File: config.mk
export PLATFORM = sky130hd
export DESIGN_NAME = dmpresent_arbiter_flat
export DESIGN_NICKNAME = d
export VERILOG_FILES = /design/src/rtl/dmpresent_arbiter_if.sv /design/src/rtl/dmpresent_arbiter.sv /design/src/flat_wrapper.sv
export SDC_FILE = /design/constraint.sdc
export NUM_CORES = 1
export LEC_CHECK = 0
export BUFFER_PORTS_ARGS = -buffer_cell sky130_fd_sc_hd__buf_2
export CAP_MARGIN = 20
export CORE_AREA = 2 2 221 223
export DETAILED_ROUTE_END_ITERATION = 7
export DIE_AREA = 0 0 223 225
export PLACE_DENSITY = 0.44
export SLEW_MARGIN = 20
export SYNTH_ARGS = -nofsm -noshare
export SYNTH_HDL_FRONTEND = slang
export SYNTH_SLANG_ARGS = --single-unit
File: constraint.sdc
create_clock -name clk -period 2 [get_ports clk]
set_input_delay 0.4 -clock clk [delete_from_list [all_inputs] [get_ports clk]]
set_output_delay 0.4 -clock clk [all_outputs]
set_load 0.01 [all_outputs]
File: src/rtl/dmpresent_arbiter_if.sv
// Bus bundle between the two requesters, the arbiter and the shared
// DMPRESENT core. The arbiter sits on the slave modport; requesters and
// the core model sit on the master modport.
//
// Handshake: reqN is a level request with keyN/datN held stable while it
// is high. gntN is a one-cycle pulse meaning "operands captured", after
// which the requester may drop reqN and change its operands freely.
// rsp_valid is a one-cycle pulse with no back-pressure; rsp_id names the
// owner, and rsp_err=1 marks a watchdog abort (rsp_dat then not updated).
interface dmpresent_arbiter_if;
  logic        req0;
  logic [79:0] key0;
  logic [63:0] dat0;
  logic        gnt0;
  logic        req1;
  logic [79:0] key1;
  logic [63:0] dat1;
  logic        gnt1;
  logic        rsp_valid;
  logic        rsp_id;
  logic        rsp_err;
  logic [63:0] rsp_dat;
  logic        busy;
  logic        core_reset_n;
  logic        core_load;
  logic [79:0] core_key;
  logic [63:0] core_dat;
  logic [63:0] core_odat;
  logic        core_done;

  modport slave (
    input  req0, key0, dat0, req1, key1, dat1, core_odat, core_done,
    output gnt0, gnt1, rsp_valid, rsp_id, rsp_err, rsp_dat, busy,
           core_reset_n, core_load, core_key, core_dat
  );

  modport master (
    output req0, key0, dat0, req1, key1, dat1, core_odat, core_done,
    input  gnt0, gnt1, rsp_valid, rsp_id, rsp_err, rsp_dat, busy,
           core_reset_n, core_load, core_key, core_dat
  );
endinterface

File: src/rtl/dmpresent_arbiter.sv
// Two-requester round-robin front end for one DMPRESENT cipher core.
// Captures the winner's operands, pulses the core load, waits for a fresh
// done (a done left over from the previous operation is ignored until done
// has been seen low), returns the result, and resets the core through a
// watchdog abort if no completion arrives in time.
module dmpresent_arbiter #(
  parameter int TIMEOUT = 64,
  parameter int CNT_W   = 7
) (
  input  logic                 clk,
  input  logic                 iReset_n,
  dmpresent_arbiter_if.slave   bus,
  output logic [2:0]           dbg_state
);

  typedef enum logic [2:0] {
    IDLE  = 3'd0,
    LOAD  = 3'd1,
    WAIT  = 3'd2,
    RESP  = 3'd3,
    ABORT = 3'd4
  } state_t;

  state_t             state;
  logic               rr;            // 0: requester 0 preferred on a tie
  logic               owner;         // requester whose operation is in flight
  logic               done_seen_low; // core_done sampled low since the load
  logic [CNT_W-1:0]   wd;            // watchdog cycles spent in WAIT

  assign dbg_state = state;

  // busy decodes straight from the state register
  assign bus.busy = (state != IDLE);

  // Single FSM: grant, load pulse, completion/watchdog, response; all outputs registered
  always_ff @(posedge clk or negedge iReset_n) begin
    if (!iReset_n) begin
      state            <= IDLE;
      rr               <= 1'b0;
      owner            <= 1'b0;
      done_seen_low    <= 1'b0;
      wd               <= '0;
      bus.gnt0         <= 1'b0;
      bus.gnt1         <= 1'b0;
      bus.rsp_valid    <= 1'b0;
      bus.rsp_id       <= 1'b0;
      bus.rsp_err      <= 1'b0;
      bus.rsp_dat      <= '0;
      bus.core_reset_n <= 1'b0;
      bus.core_load    <= 1'b0;
      bus.core_key     <= '0;
      bus.core_dat     <= '0;
    end else begin
      // pulses default low; core reset released unless an abort drives it
      bus.gnt0         <= 1'b0;
      bus.gnt1         <= 1'b0;
      bus.rsp_valid    <= 1'b0;
      bus.core_load    <= 1'b0;
      bus.core_reset_n <= 1'b1;

      case (state)
        IDLE: begin
          if (bus.req0 && (!bus.req1 || !rr)) begin
            bus.core_key <= bus.key0;
            bus.core_dat <= bus.dat0;
            owner        <= 1'b0;
            bus.gnt0     <= 1'b1;
            rr           <= 1'b1;
            state        <= LOAD;
          end else if (bus.req1) begin
            bus.core_key <= bus.key1;
            bus.core_dat <= bus.dat1;
            owner        <= 1'b1;
            bus.gnt1     <= 1'b1;
            rr           <= 1'b0;
            state        <= LOAD;
          end
        end

        LOAD: begin
          // load pulse lands in the first WAIT cycle, never during an abort
          bus.core_load <= 1'b1;
          done_seen_low <= 1'b0;
          wd            <= '0;
          state         <= WAIT;
        end

        WAIT: begin
          if (bus.core_done && done_seen_low) begin
            // completion takes priority over a simultaneous timeout
            bus.rsp_dat   <= bus.core_odat;
            bus.rsp_valid <= 1'b1;
            bus.rsp_id    <= owner;
            bus.rsp_err   <= 1'b0;
            state         <= RESP;
          end else begin
            if (!bus.core_done) begin
              done_seen_low <= 1'b1;
            end
            if (wd == CNT_W'(TIMEOUT - 1)) begin
              bus.core_reset_n <= 1'b0;
              bus.rsp_valid    <= 1'b1;
              bus.rsp_id       <= owner;
              bus.rsp_err      <= 1'b1;
              state            <= ABORT;
            end else begin
              wd <= wd + 1'b1;
            end
          end
        end

        RESP: begin
          state <= IDLE;
        end

        ABORT: begin
          state <= IDLE;
        end

        default: begin
          state <= IDLE;
        end
      endcase
    end
  end

endmodule

File: src/flat_wrapper.sv
// flat-port wrapper written by rule: the top's interface ports become plain ports
module dmpresent_arbiter_flat 
#(
  parameter int TIMEOUT = 64,
  parameter int CNT_W   = 7
)
  (clk, iReset_n, dbg_state, bus_req0, bus_key0, bus_dat0, bus_req1, bus_key1, bus_dat1, bus_core_odat, bus_core_done, bus_gnt0, bus_gnt1, bus_rsp_valid, bus_rsp_id, bus_rsp_err, bus_rsp_dat, bus_busy, bus_core_reset_n, bus_core_load, bus_core_key, bus_core_dat);
  dmpresent_arbiter_if bus_i ();
  input  logic clk;
  input  logic iReset_n;
  output logic [2:0] dbg_state;
  input wire logic [$bits(bus_i.req0)-1:0] bus_req0;
  input wire logic [$bits(bus_i.key0)-1:0] bus_key0;
  input wire logic [$bits(bus_i.dat0)-1:0] bus_dat0;
  input wire logic [$bits(bus_i.req1)-1:0] bus_req1;
  input wire logic [$bits(bus_i.key1)-1:0] bus_key1;
  input wire logic [$bits(bus_i.dat1)-1:0] bus_dat1;
  input wire logic [$bits(bus_i.core_odat)-1:0] bus_core_odat;
  input wire logic [$bits(bus_i.core_done)-1:0] bus_core_done;
  output wire logic [$bits(bus_i.gnt0)-1:0] bus_gnt0;
  output wire logic [$bits(bus_i.gnt1)-1:0] bus_gnt1;
  output wire logic [$bits(bus_i.rsp_valid)-1:0] bus_rsp_valid;
  output wire logic [$bits(bus_i.rsp_id)-1:0] bus_rsp_id;
  output wire logic [$bits(bus_i.rsp_err)-1:0] bus_rsp_err;
  output wire logic [$bits(bus_i.rsp_dat)-1:0] bus_rsp_dat;
  output wire logic [$bits(bus_i.busy)-1:0] bus_busy;
  output wire logic [$bits(bus_i.core_reset_n)-1:0] bus_core_reset_n;
  output wire logic [$bits(bus_i.core_load)-1:0] bus_core_load;
  output wire logic [$bits(bus_i.core_key)-1:0] bus_core_key;
  output wire logic [$bits(bus_i.core_dat)-1:0] bus_core_dat;
  assign bus_i.req0 = bus_req0;
  assign bus_i.key0 = bus_key0;
  assign bus_i.dat0 = bus_dat0;
  assign bus_i.req1 = bus_req1;
  assign bus_i.key1 = bus_key1;
  assign bus_i.dat1 = bus_dat1;
  assign bus_i.core_odat = bus_core_odat;
  assign bus_i.core_done = bus_core_done;
  assign bus_gnt0 = bus_i.gnt0;
  assign bus_gnt1 = bus_i.gnt1;
  assign bus_rsp_valid = bus_i.rsp_valid;
  assign bus_rsp_id = bus_i.rsp_id;
  assign bus_rsp_err = bus_i.rsp_err;
  assign bus_rsp_dat = bus_i.rsp_dat;
  assign bus_busy = bus_i.busy;
  assign bus_core_reset_n = bus_i.core_reset_n;
  assign bus_core_load = bus_i.core_load;
  assign bus_core_key = bus_i.core_key;
  assign bus_core_dat = bus_i.core_dat;
  dmpresent_arbiter #(.TIMEOUT(TIMEOUT), .CNT_W(CNT_W)) u_core (.clk(clk), .iReset_n(iReset_n), .bus(bus_i), .dbg_state(dbg_state));
endmodule
---- Yosys cells after proc, flatten, opt, wreduce, memory -nomap -nowiden ----
Cells that the tools add are included.
operators by class
  add/subtract/negate cells ............... 1
  multipliers ............................. 0
  divide/modulo/power cells ............... 0
  magnitude comparators ................... 0
  equality and inequality tests ........... 8
  shift-type cells ........................ 0
  mux-type cells .......................... 35
  bitwise operators ....................... 0
  reductions and logical operators ........ 16
operator list
  cell                                                    number
  two-way mux 80 bit                                      2
  two-way mux 64 bit                                      2
  two-way mux 1 bit                                       22
  two-way mux 7 bit                                       2
  one-hot mux 7 bit (2 select lines)                      1
  two-way mux 3 bit                                       4
  one-hot mux 3 bit (3 select lines)                      1
  AND reduction 2 bit                                     4
  adder 7 x 1 -> 7 bit (second input constant)            1
  == test 7 x 6 -> 1 bit (second input constant)          1
  inequality test 2 bit (second input constant)           3
  AND reduction 3 bit                                     2
  nonzero test 2 bit                                      3
  == test 3 x 1 -> 1 bit (second input constant)          1
  == test 3 x 2 -> 1 bit (second input constant)          1
  zero test 3 bit                                         1
  inequality test 3 x 1 -> 1 bit (second input constant)  1
  inequality test 3 x 2 -> 1 bit (second input constant)  1
  nonzero test 3 bit                                      1
  logical AND 1 bit                                       2
  zero test 1 bit                                         2
  one-hot mux 1 bit (2 select lines)                      1
  logical OR 1 bit                                        1
word-level totals
  bits in registers ....................... 228
  latch bits .............................. 0
  bits in writable memories ............... 0
  bits in read-only memories .............. 0
  input bits .............................. 357
  output and inout bits ................... 219
  memories kept ........................... 0

---- Longest topological paths before layout ----
  word-level depth ........................ 5
  mapped depth ............................ 6

---- Worst setup path after synthesis ----
Ideal clock, no wire load.
  path type ............................... register to register
  start ................................... reg u_core.state[0] (netlist: u_core.dbg_state[0])
  end ..................................... reg u_core.bus.rsp_dat[15]
  arrival time ............................ 1.687 ns
  data required time ...................... 1.873 ns
  path slack .............................. 0.186 ns
  cell stages (with the launch flop) ...... 7
  cell sequence ........................... dfrtp_1 > or3b_1 > buf_4 > nor2_4 > buf_6 > buf_6 > mux2_1
between the ends
  cells in the longest elaborated chain, start to end .. 2
ends and longest elaborated chain
  item                                  RTL line                    RTL
  start, declared                       dmpresent_arbiter.sv:24     state_t state;
  start signal, assigned                dmpresent_arbiter.sv:38     state <= IDLE;
  start signal, assigned                dmpresent_arbiter.sv:69     state <= LOAD;
  start signal, assigned                dmpresent_arbiter.sv:76     state <= LOAD;
  == test 3 x 2 -> 1 bit                dmpresent_arbiter.sv:61     case (state)
  AND reduction 2 bit (no source line)  n/a
  end signal, assigned                  dmpresent_arbiter.sv:91     bus.rsp_dat <= bus.core_odat;
  end, declared                         dmpresent_arbiter_if.sv:33  output gnt0, gnt1, rsp_valid, rsp_id, rsp_err, rsp_dat, busy,
Every way passes these cells.
A chain may end at the register's enable or synchronous reset.

---- Worst setup path in the final report ----
  start ................................... reg u_core.state[1] (netlist: u_core.dbg_state[1])
  end ..................................... out bus_busy
between the ends
  cells in the longest elaborated chain, start to end .. 1
ends and longest elaborated chain
  item                RTL line                 RTL
  nonzero test 3 bit  dmpresent_arbiter.sv:33  assign bus.busy = (state != IDLE);
  end, declared       flat_wrapper.sv:26       output wire logic [$bits(bus_i.busy)-1:0] bus_busy;
Every way passes these cells.

==> flow_summary.toml <==
[logic_synthesis]
synthCells = 695
avgSynthCellArea_um2 = 13.6
synth_nets = 1053
ys_seq_elements = 228
synthesis.area_um2 = 9460
ys_warn_count = 0
ys_seq_area_frac = 0.603
ys_types = 38

[worst_setup_path]
r2r-start = "u_core.dbg_state[0]$_DFFE_PN0P_"
critical_path_class = "reg2out"
slowest_delay_ns = 0.45
crit_top_cell = "buf_6"
worst_setup_path_start_kind = "flip-flop"
rrSetupSlack_ns = 0.15
crit_arrival_ns = 1.52
crit_slowest_cell = "dfrtp_2"
crit_family = "flip-flops"
crit_path_end_kind = "output pin"
path_buf_inv = 3
required_ns = 1.60
cp_max_fo = 7
reg2reg_depth = 5
reg2reg_to = "u_core.bus.rsp_dat[33]$_DFFE_PN0P_"
crit_path_cell_trace = "nor3_4 > buf_6 > inv_1 > buf_6"

[place]
numPortBuffers = 575
gp_congestion = 0.759
dp_hpwl_um = 27000

[route]
post_drt_wl_per_cell_um = 18.2
antenna_left = 0
drt_pre_antenna_iters = 4
dr_total_vias = 8177
viasPerCell = 4.24
drcViolationCount = 0
wl_um = 35100
drt_iter0_drc = 338

[clocking]
cts_tree = "built"
cts_root_buffer = "clkbuf_16"
h-tree-depth = 1
clock-sinks = 228
clk_latency_ns = 0.56
clk_pin_slew_ns = 0.06
clock_path_buffers = 3
cts_buffers = 28

[power]
ir_worst_vdd_v = 0.000544
power_density_nw_per_um2 = 1600
p_leak_nw = 7.23
power.total_w = 0.0231

[global_routing]
grtUsageTotal = 0.132
gr-total-overflow = 0
grt_pass1_vias = 8520
grt_pass1_wl_um = 51500
grt_max_degree = 52
grt_antenna_before_repair = 4

[floorplan]
die_y_um = 225
chipWidth_um = 223
rows = 80
core_region_area_um2 = 47500
initial_utilization = 0.199
die-area_um2 = 50200
ios = 576

[cells_and_area]
num-fill-cells = 4928
seq_area_um2 = 5710
synthToLayoutAreaGrowth_pct = 52.6
layout_commonest_cell = "buf_2"
final_cell_mix = "573 x buf_2, 226 x dfrtp_1, 144 x nor2b_1, 144 x a221o_1, 54 x mux2_1"
layout-drive-gt1-share = 0.521
multi_input_area_um2 = 3440
nets = 1646

[sta]
period_minus_slack_ns = 1.92
hold_viol_final = 0
skew_ns = 0.0155
timing.fmax_mhz = 521
fin_crit_sh = 0.960
hold_ws_ns = 0.0482
finalSetupViolCount = 0
final_max_slew_viol_count = 0
relSlewSlack = 0.687
worst_slew_pin_slew_ns = 0.470

[hold_path]
hold_path.startpoint = "bus_core_odat[24]"
holdPathEnd = "u_core.bus.rsp_dat[24]$_DFFE_PN0P_"
hold_path_depth = 2
hp-class = "in2reg"

[run_status]
status = "completed"

[run]
max-cap-violations = 0
==> cells in the mapped netlist <==
master,number,area share
mux2_1,54,0.064
a22o_1,1,0.00093
inv_1,5,0.0020
nor2_4,1,0.0012
ha_1,1,0.0013
nor3b_1,1,0.00079
nor2_1,9,0.0036
and4_1,1,0.00093
o21a_2,1,0.00093
a21o_1,3,0.0024
buf_2,34,0.018
buf_6,6,0.0071
clkbuf_1,4,0.0016
o21ai_0,3,0.0016
and2_1,2,0.0013
a21oi_2,1,0.00093
a32o_1,1,0.0011
or3b_1,1,0.00093
nor2b_1,144,0.095
buf_4,8,0.0064
and3_1,2,0.0013
or2_2,1,0.00066
nand2_1,7,0.0028
a21oi_1,3,0.0016
a221o_1,144,0.15
nand4_1,1,0.00066
mux2_2,11,0.013
o21a_1,1,0.00079
buf_1,2,0.00079
nand3_1,1,0.00053
dfrtp_1,228,0.60
a2111oi_0,1,0.00093
nand2b_1,1,0.00066
nor3_2,1,0.0011
or3b_2,1,0.00093
a31oi_1,5,0.0033
o311a_1,1,0.0011
nor3_1,3,0.0016
==> area by class of cell <==
cell class,instances,share of cell area
timing repair buffer,617,0.242
antenna,2,0.000347
clock buffer,35,0.0518
multi-input combinational,408,0.238
clock inverter,17,0.0177
inverter,5,0.00130
tap,615,0.0533
sequential,228,0.396
==> where the power goes <==
part	internal (W)	leakage, nW	switching, W	total (W)
Sequential	0.00682	2.81	0.00113	0.00794
Clock	0.00333	0.479	0.00214	0.00546
Combinational	0.00484	3.94	0.00488	0.00972
Total	0.0150	7.23	0.00814	0.0231
==> flip-flops by register name, summed over array words and instances (netlist names), 3 cells and up <==
| register | count |
|---|---|
| u_core.bus.core_key | 80 |
| u_core.dbg_state | 3 |
| u_core.wd | 7 |
| u_core.bus.rsp_dat | 64 |
| u_core.bus.core_dat | 64 |
==> logic make-up (layout without fill, tap and decap cells) <==
kind of cell / Yosys count / after routing / synth area share
mux: 65 / 65 / 0.0774
buf+inv: 59 / 674 / 0.0359
fa+ha+maj: 1 / 1 / 0.00132
flops: 228 / 228 / 0.603
compound gates: 165 / 165 / 0.168
other cells: 0 / 2 / 0
simple gates: 177 / 177 / 0.114
==> through the flow <==
step,area (um2),TNS (ns),worst slack [ns],util,std cells
global placement,13400,0,0.179,0.282,1871
finish,14400,0,0.0801,0.304,1927
floorplan,9460,0,0.186,-,695
CTS,14400,0,0.00250,0.303,1925
global route,14400,-0.00621,-0.00621,0.303,1926
detailed placement,13400,0,0.163,0.282,1871
==> worst reg2reg max path, cell delays in order, from the launching register on <==
cell,delay [ns]
dfrtp_1,0.44
or3b_1,0.45
nor2_4,0.15
buf_12,0.18
buf_12,0.18
mux2_1,0.34
==> metal layers <==
layer,track usage,share of wire
met1,0.164,0.41
met2,0.228,0.50
met3,0.0306,0.067
met4,0.0394,0.022
met5,0,0.0011
==> what timing repair did <==
action | in CTS | in global routing
hold buffers | 1 | 0
cloned | 0 | 0
gates resized for setup | 1 | 5
endpoints found under the hold margin | 42 | 0
pin swaps | 1 | 1
setup endpoints to repair | 1 | 1
buffers inserted | 1 | 0
==> worst max path at each step <==
stage,startpoint,to,slack (ns),cells past startpoint
after floorplan,u_core.dbg_state[0]$_DFFE_PN0P_,u_core.bus.rsp_dat[15]$_DFFE_PN0P_,0.19,6
after global placement,u_core.dbg_state[0]$_DFFE_PN0P_,u_core.bus.rsp_dat[34]$_DFFE_PN0P_,0.18,5
after detailed placement,u_core.dbg_state[0]$_DFFE_PN0P_,u_core.bus.rsp_dat[25]$_DFFE_PN0P_,0.16,5
after CTS,u_core.dbg_state[2]$_DFFE_PN0P_,bus_busy,0.003,4
after global routing,u_core.dbg_state[1]$_DFFE_PN0P_,bus_busy,-0.006,4
final,u_core.dbg_state[1]$_DFFE_PN0P_,bus_busy,0.08,4
(Power assumes the default switching activity.)
